File: src/rtl/sorter_pkg.sv
// Shared types and constants for the complex-magnitude fetch sequencer and its consumers.
package sorter_pkg;

  typedef enum logic [2:0] {
    IDLE,
    LOAD,
    LATCH,
    CALC,
    EMIT,
    DONE
  } fsm_state_t;

  localparam int NUM_BANKS    = 4;
  localparam int BANK_WIDTH   = 2;
  localparam int SAMPLE_WIDTH = 8;
  localparam int MAG_WIDTH    = 2 * SAMPLE_WIDTH;

endpackage

File: src/rtl/complex_mag_fetch_if.sv
// Result stream from the magnitude fetcher to the sorter: valid/ready plus tagged |z|^2.
interface complex_mag_fetch_if #(
  parameter int WIDTH      = 8,
  parameter int ADDR_WIDTH = 3
);
  logic                  m_valid;
  logic                  m_ready;
  logic [2*WIDTH-1:0]    m_mag;
  logic [1:0]            m_bank;
  logic [ADDR_WIDTH-1:0] m_addr;

  modport master (
    output m_valid,
    output m_mag,
    output m_bank,
    output m_addr,
    input  m_ready
  );

  modport slave (
    input  m_valid,
    input  m_mag,
    input  m_bank,
    input  m_addr,
    output m_ready
  );
endinterface

File: src/rtl/complex_mag_sq.sv
// Combinational |z|^2 = re^2 + im^2 for signed two's complement operands.
module complex_mag_sq #(
  parameter int WIDTH = 8
) (
  input  logic [WIDTH-1:0]   re,
  input  logic [WIDTH-1:0]   im,
  output logic [2*WIDTH-1:0] mag
);
  logic signed [2*WIDTH-1:0] re_x;
  logic signed [2*WIDTH-1:0] im_x;
  logic signed [2*WIDTH-1:0] re_sq;
  logic signed [2*WIDTH-1:0] im_sq;

  // Each square is at most 2^(2W-2), so the unsigned sum never exceeds 2^(2W-1).
  always_comb begin
    re_x  = {{WIDTH{re[WIDTH-1]}}, re};
    im_x  = {{WIDTH{im[WIDTH-1]}}, im};
    re_sq = re_x * re_x;
    im_sq = im_x * im_x;
    mag   = $unsigned(re_sq) + $unsigned(im_sq);
  end
endmodule

File: src/rtl/complex_mag_fetch.sv
// Scans the four complex-sample banks address by address and streams tagged |z|^2 results.
module complex_mag_fetch
  import sorter_pkg::*;
#(
  parameter int WIDTH      = 8,
  parameter int ADDR_WIDTH = 3,
  parameter int DEPTH      = 8
) (
  input  logic                         clk,
  input  logic                         rst_n,
  input  logic                         start,
  input  logic [ADDR_WIDTH:0]          n_entries,
  output logic [ADDR_WIDTH-1:0]        r_addr,
  input  logic [NUM_BANKS*WIDTH-1:0]   rd_real,
  input  logic [NUM_BANKS*WIDTH-1:0]   rd_imag,
  complex_mag_fetch_if.master          m,
  output logic                         busy,
  output logic                         done
);
  localparam int NW = ADDR_WIDTH + 1;
  localparam logic [BANK_WIDTH-1:0] LAST_BANK = BANK_WIDTH'(NUM_BANKS - 1);

  fsm_state_t state, state_nx;

  logic [NW-1:0]         n_eff;
  logic [NW-1:0]         n_clamp;
  logic [BANK_WIDTH-1:0] bank;
  logic                  last_addr;
  logic                  handshake;

  logic [WIDTH-1:0]      hold_re [NUM_BANKS];
  logic [WIDTH-1:0]      hold_im [NUM_BANKS];
  logic [2*WIDTH-1:0]    mag_c;

  logic                  valid_q;
  logic [2*WIDTH-1:0]    mag_q;
  logic [BANK_WIDTH-1:0] bank_q;
  logic [ADDR_WIDTH-1:0] addr_q;

  assign n_clamp   = (n_entries > NW'(DEPTH)) ? NW'(DEPTH) : n_entries;
  assign last_addr = ({1'b0, r_addr} == (n_eff - NW'(1)));
  assign handshake = valid_q && m.m_ready;
  assign done      = (state == DONE);

  assign m.m_valid = valid_q;
  assign m.m_mag   = mag_q;
  assign m.m_bank  = bank_q;
  assign m.m_addr  = addr_q;

  complex_mag_sq #(.WIDTH(WIDTH)) u_sq (
    .re  (hold_re[bank]),
    .im  (hold_im[bank]),
    .mag (mag_c)
  );

  always_ff @(posedge clk or negedge rst_n) begin
    if (!rst_n) state <= IDLE;
    else        state <= state_nx;
  end

  always_comb begin
    state_nx = state;
    case (state)
      IDLE:    if (start) state_nx = (n_clamp == '0) ? DONE : LOAD;
      LOAD:    state_nx = LATCH;
      LATCH:   state_nx = CALC;
      CALC:    state_nx = EMIT;
      EMIT: begin
        if (handshake) begin
          if (bank != LAST_BANK) state_nx = CALC;
          else if (last_addr)    state_nx = DONE;
          else                   state_nx = LOAD;
        end
      end
      DONE:    state_nx = IDLE;
      default: state_nx = IDLE;
    endcase
  end

  always_ff @(posedge clk or negedge rst_n) begin
    if (!rst_n) begin
      n_eff   <= '0;
      r_addr  <= '0;
      bank    <= '0;
      busy    <= 1'b0;
      valid_q <= 1'b0;
      mag_q   <= '0;
      bank_q  <= '0;
      addr_q  <= '0;
      for (int unsigned i = 0; i < NUM_BANKS; i++) begin
        hold_re[i] <= '0;
        hold_im[i] <= '0;
      end
    end else begin
      case (state)
        IDLE: begin
          if (start) begin
            n_eff  <= n_clamp;
            r_addr <= '0;
            busy   <= (n_clamp != '0);
          end
        end
        LATCH: begin
          for (int unsigned i = 0; i < NUM_BANKS; i++) begin
            hold_re[i] <= rd_real[i*WIDTH +: WIDTH];
            hold_im[i] <= rd_imag[i*WIDTH +: WIDTH];
          end
          bank <= '0;
        end
        CALC: begin
          mag_q   <= mag_c;
          bank_q  <= bank;
          addr_q  <= r_addr;
          valid_q <= 1'b1;
        end
        EMIT: begin
          if (handshake) begin
            valid_q <= 1'b0;
            if (bank != LAST_BANK) bank <= bank + BANK_WIDTH'(1);
            else if (!last_addr)   r_addr <= r_addr + ADDR_WIDTH'(1);
          end
        end
        DONE:    busy <= 1'b0;
        default: ;
      endcase
    end
  end
endmodule

File: src/flat_wrapper.sv
// flat-port wrapper written by rule: the top's interface ports become plain ports
module complex_mag_fetch_flat import sorter_pkg::*;
#(
  parameter int WIDTH      = 8,
  parameter int ADDR_WIDTH = 3,
  parameter int DEPTH      = 8
)
  (clk, rst_n, start, n_entries, r_addr, rd_real, rd_imag, busy, done, m_m_valid, m_m_mag, m_m_bank, m_m_addr, m_m_ready);
  complex_mag_fetch_if #(.WIDTH(WIDTH), .ADDR_WIDTH(ADDR_WIDTH)) m_i ();
  input  logic clk;
  input  logic rst_n;
  input  logic start;
  input  logic [ADDR_WIDTH:0] n_entries;
  output logic [ADDR_WIDTH-1:0] r_addr;
  input  logic [NUM_BANKS*WIDTH-1:0] rd_real;
  input  logic [NUM_BANKS*WIDTH-1:0] rd_imag;
  output logic busy;
  output logic done;
  output wire logic [$bits(m_i.m_valid)-1:0] m_m_valid;
  output wire logic [$bits(m_i.m_mag)-1:0] m_m_mag;
  output wire logic [$bits(m_i.m_bank)-1:0] m_m_bank;
  output wire logic [$bits(m_i.m_addr)-1:0] m_m_addr;
  input wire logic [$bits(m_i.m_ready)-1:0] m_m_ready;
  assign m_m_valid = m_i.m_valid;
  assign m_m_mag = m_i.m_mag;
  assign m_m_bank = m_i.m_bank;
  assign m_m_addr = m_i.m_addr;
  assign m_i.m_ready = m_m_ready;
  complex_mag_fetch #(.WIDTH(WIDTH), .ADDR_WIDTH(ADDR_WIDTH), .DEPTH(DEPTH)) u_core (.clk(clk), .rst_n(rst_n), .start(start), .n_entries(n_entries), .r_addr(r_addr), .rd_real(rd_real), .rd_imag(rd_imag), .m(m_i), .busy(busy), .done(done));
endmodule
File: config.mk
export PLATFORM = sky130hd
export DESIGN_NAME = complex_mag_fetch_flat
export DESIGN_NICKNAME = d
export VERILOG_FILES = /design/src/rtl/sorter_pkg.sv /design/src/rtl/complex_mag_fetch_if.sv /design/src/rtl/complex_mag_sq.sv /design/src/rtl/complex_mag_fetch.sv /design/src/flat_wrapper.sv
export SDC_FILE = /design/constraint.sdc
export NUM_CORES = 1
export LEC_CHECK = 0
export CORE_UTILIZATION = 58
export CTS_CLUSTER_SIZE = 30
export DETAILED_ROUTE_END_ITERATION = 10
export PLACE_DENSITY = 0.93
export SLEW_MARGIN = 20
export SYNTH_ARGS = -nofsm -noshare
export SYNTH_HDL_FRONTEND = slang
export SYNTH_SLANG_ARGS = --single-unit
File: constraint.sdc
create_clock -name clk -period 8.35 [get_ports clk]
set_input_delay 1.67 -clock clk [delete_from_list [all_inputs] [get_ports clk]]
set_output_delay 1.67 -clock clk [all_outputs]
set_load 0.01 [all_outputs]
* Word level (Yosys, flattened, before mapping)
Cells that the tools add are included.
** Operators by class
- Multiplexer cells :: 25
- $lt $le $gt $ge :: 2
- Bitwise operators :: 1
- Reduce and logical (&&, ||, !) cells :: 14
- Multiply operators :: 2
- $add $sub $neg :: 4
- Equal/unequal tests :: 12
** Operator list (number)
- $bmux W8 S2 :: 2
- $mul A8 B8 Y16 :: 2
- $mux W8 :: 4
- $mux W3 :: 9
- $add A16 B16 Y16 :: 1
- $pmux W3 S5 :: 1
- $ne A2 B2 Y1 const B :: 4
- $reduce_and A2 Y1 :: 4
- $reduce_bool A2 Y1 :: 4
- $eq A3 B2 Y1 const B :: 2
- $eq A3 B3 Y1 const B :: 2
- $pmux W3 S2 :: 1
- $reduce_and A5 Y1 :: 1
- $eq A3 B4 Y1 :: 1
- $gt A4 B4 Y1 const B :: 1
- $logic_not A4 Y1 :: 1
- $mux W2 :: 2
- $mux W4 :: 1
- $ne A2 B1 Y1 const B :: 2
- $pmux W1 S2 :: 2
- $pmux W2 S2 :: 1
- $reduce_bool A4 Y1 :: 1
- $sub A4 B1 Y4 const B :: 1
- $add A3 B1 Y3 const B :: 1
- other kinds (8) :: 9
** Word-level totals
- Output and inout bits :: 27
- Register bits :: 99

* Depth between registers and ports, before layout
- Depth in word-level cells :: 6
- Depth in mapped cells :: 24
- Mapped depth without buffers :: 22

* Modules after synthesis
A second synthesis with hierarchy kept.
** Second synthesis, totals
- Cell total of the unflattened synthesis :: 905
- Area total of the unflattened synthesis :: 8869.8 um^2
** Modules (own cells, without submodules)
- complex_mag_sq :: cells an instance 477, area each 4511.8 um^2, instances 1
- complex_mag_fetch :: cells an instance 428, area each 4357.9 um^2, instances 1

* Worst setup path before layout
OpenSTA, ideal clock, no wires.
- Kind :: reg-to-reg
- Start :: register u_core.bank[0]
- End :: register u_core.mag_q[14], in the netlist u_core.m.m_mag[14]
- Clock period less this slack :: 6423 ps
- Stages on the path, launching flop included :: 19
- Setup time :: 136 ps
- Arrival :: 6287 ps
- Data required time :: 8214 ps
- Setup slack :: 1927 ps
- Cell sequence :: dfrtp_1 buf_6 buf_2 mux4_2 and2_1 fa_1 fa_1 fa_1 fa_1 fa_1 inv_1 fa_1 inv_1 ha_1 a21o_1 or3_1 a2111oi_0 or4_1 a31oi_1
** On the way
- Word-level cells in the longest chain between the ends :: 6
- Elaborated cells between the ends (all ways) :: 10
- Classes of those cells :: 1 x add/sub; 2 x mul; 6 x mux; 1 x bitwise
** RTL lines
- from (decl) :: RTL line complex_mag_fetch.sv:27 : logic [BANK_WIDTH-1:0] bank;
- from (signal assigned) :: RTL line complex_mag_fetch.sv:119 : if (bank != LAST_BANK) bank <= bank + BANK_WIDTH'(1);
- $not A2 Y3 (not written as such) (*) :: RTL line complex_mag_fetch.sv:51, complex_mag_fetch.sv:52
- $bmux W8 S2, on equally long branches :: RTL line complex_mag_fetch.sv:51, complex_mag_fetch.sv:52
- $mux W8, on equally long branches (2 in series) :: RTL line complex_mag_fetch.sv:51, complex_mag_fetch.sv:52
- $mul A8 B8 Y16, on equally long branches :: RTL line complex_mag_sq.sv:18, complex_mag_sq.sv:19
- $add A16 B16 Y16 (*) :: RTL line complex_mag_sq.sv:20 : mag = $unsigned(re_sq) + $unsigned(im_sq);
- to (signal assigned) :: RTL line complex_mag_fetch.sv:111 : mag_q <= mag_c;
- to (decl) :: RTL line complex_mag_fetch.sv:36 : logic [2*WIDTH-1:0] mag_q;
Every way passes the cells marked *; elsewhere a longest branch is shown, timed or not. The select of a mux whose other input is x is not followed.
A chain may end at the register's enable or synchronous reset.

* Worst setup path after layout
Same ends and word-level chain as after synthesis.

==> flow_metrics.env <==
export IMPL_via_count=6018
export IMPL_gp_congestion=0.8901
export IMPL_die_area_mm2=0.01560
export IMPL_syn_avg_cell_area_um2=11.16
export IMPL_crit_arrival_ns=7.34
export IMPL_setup_tns_ns=0
export IMPL_fmax_mhz=140.2
export IMPL_min_delay_start="u_core.m.m_addr[0]"
export IMPL_ys_types=50
export IMPL_finalMaxSlewViolations=0
export IMPL_hpwl_mm=15.40
export IMPL_coreArea_mm2=0.01464
export IMPL_drive_above_1_share_pct=13.05
export IMPL_ant_nets=0
export IMPL_synth_fp_nets=1025
export IMPL_clk_insertion_delay_late_ns=0.36
export IMPL_routed_wl_met3_um=931
export IMPL_wl_met2_mm=10.20
export IMPL_syn_area_mm2=0.008762
export IMPL_track_usage_pct=27.01
export IMPL_cts_buffers=9
export IMPL_std_cell_rows=44
export IMPL_synthArstFlopShare_pct=100.0
export IMPL_hold_path_depth=2
export IMPL_drt_iter0_drc=318
export IMPL_hold_buffers=0
export IMPL_synth_edf_count=0
export IMPL_port_buffers=98
export IMPL_hp_class="reg2reg"
export IMPL_crit_type="reg2reg"
export IMPL_ys_seq_elements=99
export IMPL_first_pass_iters=5
export IMPL_antenna_found_initial=0
export IMPL_n_antenna_cell=0
export IMPL_viasPerCell=5.651
export IMPL_status="complete, no violations"
export IMPL_rsz0062_at_grt="no"
export IMPL_finalNetCount=1116
export IMPL_io_pins=99
export IMPL_drv_cap=0
export IMPL_cts_setup_buffers=0
export IMPL_die_w_um=124.9
export IMPL_routed_wl_mm=19.58
export IMPL_yosys_warnings=0
export IMPL_overflow=0
export IMPL_worstRegToRegCells=18
export IMPL_setup_violations_final=0
export IMPL_fin_worst_skew_ns=0.01134
export IMPL_hold_slack_ns=0.4759
export IMPL_cts_resized=0
export IMPL_rr_startpoint="u_core.bank[0]"
export IMPL_min_period_ns=7.133
export IMPL_hold_end="u_core.m.m_addr[0]"
export IMPL_area_growth_pct=16.55
export IMPL_drc=0
export IMPL_m1WireLength_mm=7.621
export IMPL_end_kind="flip-flop"
export IMPL_cts_tree="yes"
export IMPL_routed_top_layer="met4"
export IMPL_timing_final_crit_share_pct=85.43
export IMPL_start_util_pct=59.83
export IMPL_reg2reg_to="u_core.m.m_mag[14]"
export IMPL_wl_per_cell_um=18.38
export IMPL_post_dp_cell_area_mm2=0.009911
export IMPL_finalInstanceArea_mm2=0.01021
export IMPL_grt_pass1_vias=6618
export IMPL_synthFlopType="dfrtp_1"
export IMPL_r2r_setup_slack_ns=1.22
export IMPL_synthCells=785
export IMPL_grt_max_degree=79
export IMPL_clk_path_buf_depth=2
export IMPL_worst_pin_slew_ns=0.9728
export IMPL_required_ns=8.55
export IMPL_crit_fanout=15
export IMPL_start_kind="flip-flop"
export IMPL_yosysSeqAreaShare_pct=28.27
export IMPL_clock_root_buffer="clkbuf_16"
export IMPL_slew_headroom_pct=35.15
export IMPL_die_h_um=124.9
export IMPL_clkSinkCount=99
export IMPL_grt_pass1_wl_mm=32.26
export IMPL_htreeDepth=3
export IMPL_finalHoldViolations=0
export IMPL_cts_clk_slew_worst_paths_ns=0.08
## through the flow
stage / instances / utilization (%) / worst slack, ns
final: 1065 / 69.74 / 1.217
after floorplan: 785 / - / 1.927
after CTS: 1065 / 69.74 / 1.243
after global placement: 1049 / 67.68 / 1.467
after global routing: 1065 / 69.74 / 0.8405
after detailed placement: 1049 / 67.68 / 1.257
## state kept, by name, indices dropped and copies added, names as in the netlist
name / count
u_core.state: 3
u_core.m.m_addr: 3
u_core.r_addr: 3
u_core.busy: 1
u_core.hold_re: 32
u_core.bank: 2
u_core.m.m_bank: 2
u_core.n_eff: 4
u_core.m.m_valid: 1
u_core.hold_im: 32
u_core.m.m_mag: 16
## metal layers
metal,vias up,global-route usage (%)
met1,3048,32.08
met3,63,4.381
li1,2693,-
met4,0,13.92
met5,-,0
met2,214,47.65
## placed cells by master (no fill, tap or decap), types with 3 or more instances in the layout
cell             instances
xor2_1                   6
o21bai_1                 3
a21o_1                   6
nor2b_1                  4
ha_1                    57
buf_4                    7
a31o_2                   3
a21oi_1                 11
o21a_1                   3
clkdlybuf4s50_1         97
a211oi_1                 3
mux2_2                  66
o21ai_1                  3
mux4_2                  15
o31ai_1                  3
clkbuf_16                9
nand3b_1                 6
or3_1                    4
inv_8                    3
nor2_1                  23
dfrtp_1                 99
xnor2_1                 25
nor3_1                   5
inv_1                  140
fa_1                   111
nand4_1                  3
and2_1                  40
o21ai_0                 18
nand2_1                 67
nand2b_1                 5
a31oi_1                  6
nand3_1                  3
## synth_stat cells (2+ instances only)
cell / instances / share of area [%]
or3_1: 4 / 0.29
ha_1: 57 / 8.1
mux4_2: 15 / 3.9
o21ai_1: 3 / 0.17
a31oi_1: 6 / 0.43
xnor2_1: 25 / 2.5
o21ai_0: 18 / 1.0
nand2b_1: 5 / 0.36
mux2_2: 66 / 8.5
or4_1: 2 / 0.17
buf_2: 10 / 0.57
nor2b_1: 4 / 0.29
o31ai_1: 3 / 0.26
xor2_1: 6 / 0.60
o21bai_1: 3 / 0.26
clkbuf_1: 13 / 0.56
a211oi_1: 3 / 0.26
and2_1: 40 / 2.9
fa_1: 111 / 25
a21oi_1: 11 / 0.63
a31o_2: 3 / 0.30
nor3_1: 5 / 0.29
nand3_1: 3 / 0.17
o211ai_1: 2 / 0.17
nand2_1: 67 / 2.9
nand4_1: 3 / 0.21
o21a_1: 3 / 0.26
dfrtp_1: 99 / 28
nor3b_1: 2 / 0.17
nor2_1: 23 / 0.99
and3_1: 2 / 0.14
a21o_1: 6 / 0.51
inv_1: 140 / 6.0
nand3b_1: 6 / 0.51
## worst max-delay path: stages (launching register included)
cell and delay [ns]:
dfrtp_1 0.91, buf_4 0.31, mux4_2 0.62, inv_1 0.12
nor2_1 0.09, fa_1 0.67, fa_1 0.49, fa_1 0.55
fa_1 0.46, fa_1 0.55, inv_1 0.05, fa_1 0.53
inv_1 0.06, ha_1 0.37, a21o_1 0.20, or3_1 0.32
a2111oi_0 0.40, or4_1 0.19, a31oi_1 0.08
## how the worst max path moves through the flow
| stage | slack (ns) | from | to | cells after the start |
|---|---|---|---|---|
| after detailed placement | 1.26 | u_core.bank[0] | u_core.m.m_mag[14] | 18 |
| after global placement | 1.47 | u_core.bank[0] | u_core.m.m_mag[14] | 18 |
| after floorplan | 1.93 | u_core.bank[0] | u_core.m.m_mag[14] | 18 |
| after CTS | 1.24 | u_core.bank[0] | u_core.m.m_mag[14] | 18 |
| final | 1.22 | u_core.bank[0] | u_core.m.m_mag[14] | 18 |
| after global routing | 0.84 | u_core.bank[0] | u_core.m.m_mag[14] | 18 |
## cells by family after synthesis
logic type	after synthesis	share of synthesized area, %
AND/OR/NAND/NOR	173	10.02
buffers and inverters	165	7.297
multiplexers	83	12.62
XOR/XNOR	34	3.813
AO/OA/AOI/OAI	63	4.469
flip-flops	99	28.27
adder cells (fa/ha/maj)	168	33.50
## cell type report
cell class                 count  area [um^2]
inverter                     141        529.3
clock inverter                 7        76.32
multi-input combinational    521         5650
sequential                    99         2477
clock buffer                   9        225.2
tap                          184        230.2
timing repair buffer         104         1023
fill                         965         4432
Power is not shown: default switching activity piles up to over one toggle a cycle in this logic, so the estimate is an artifact.
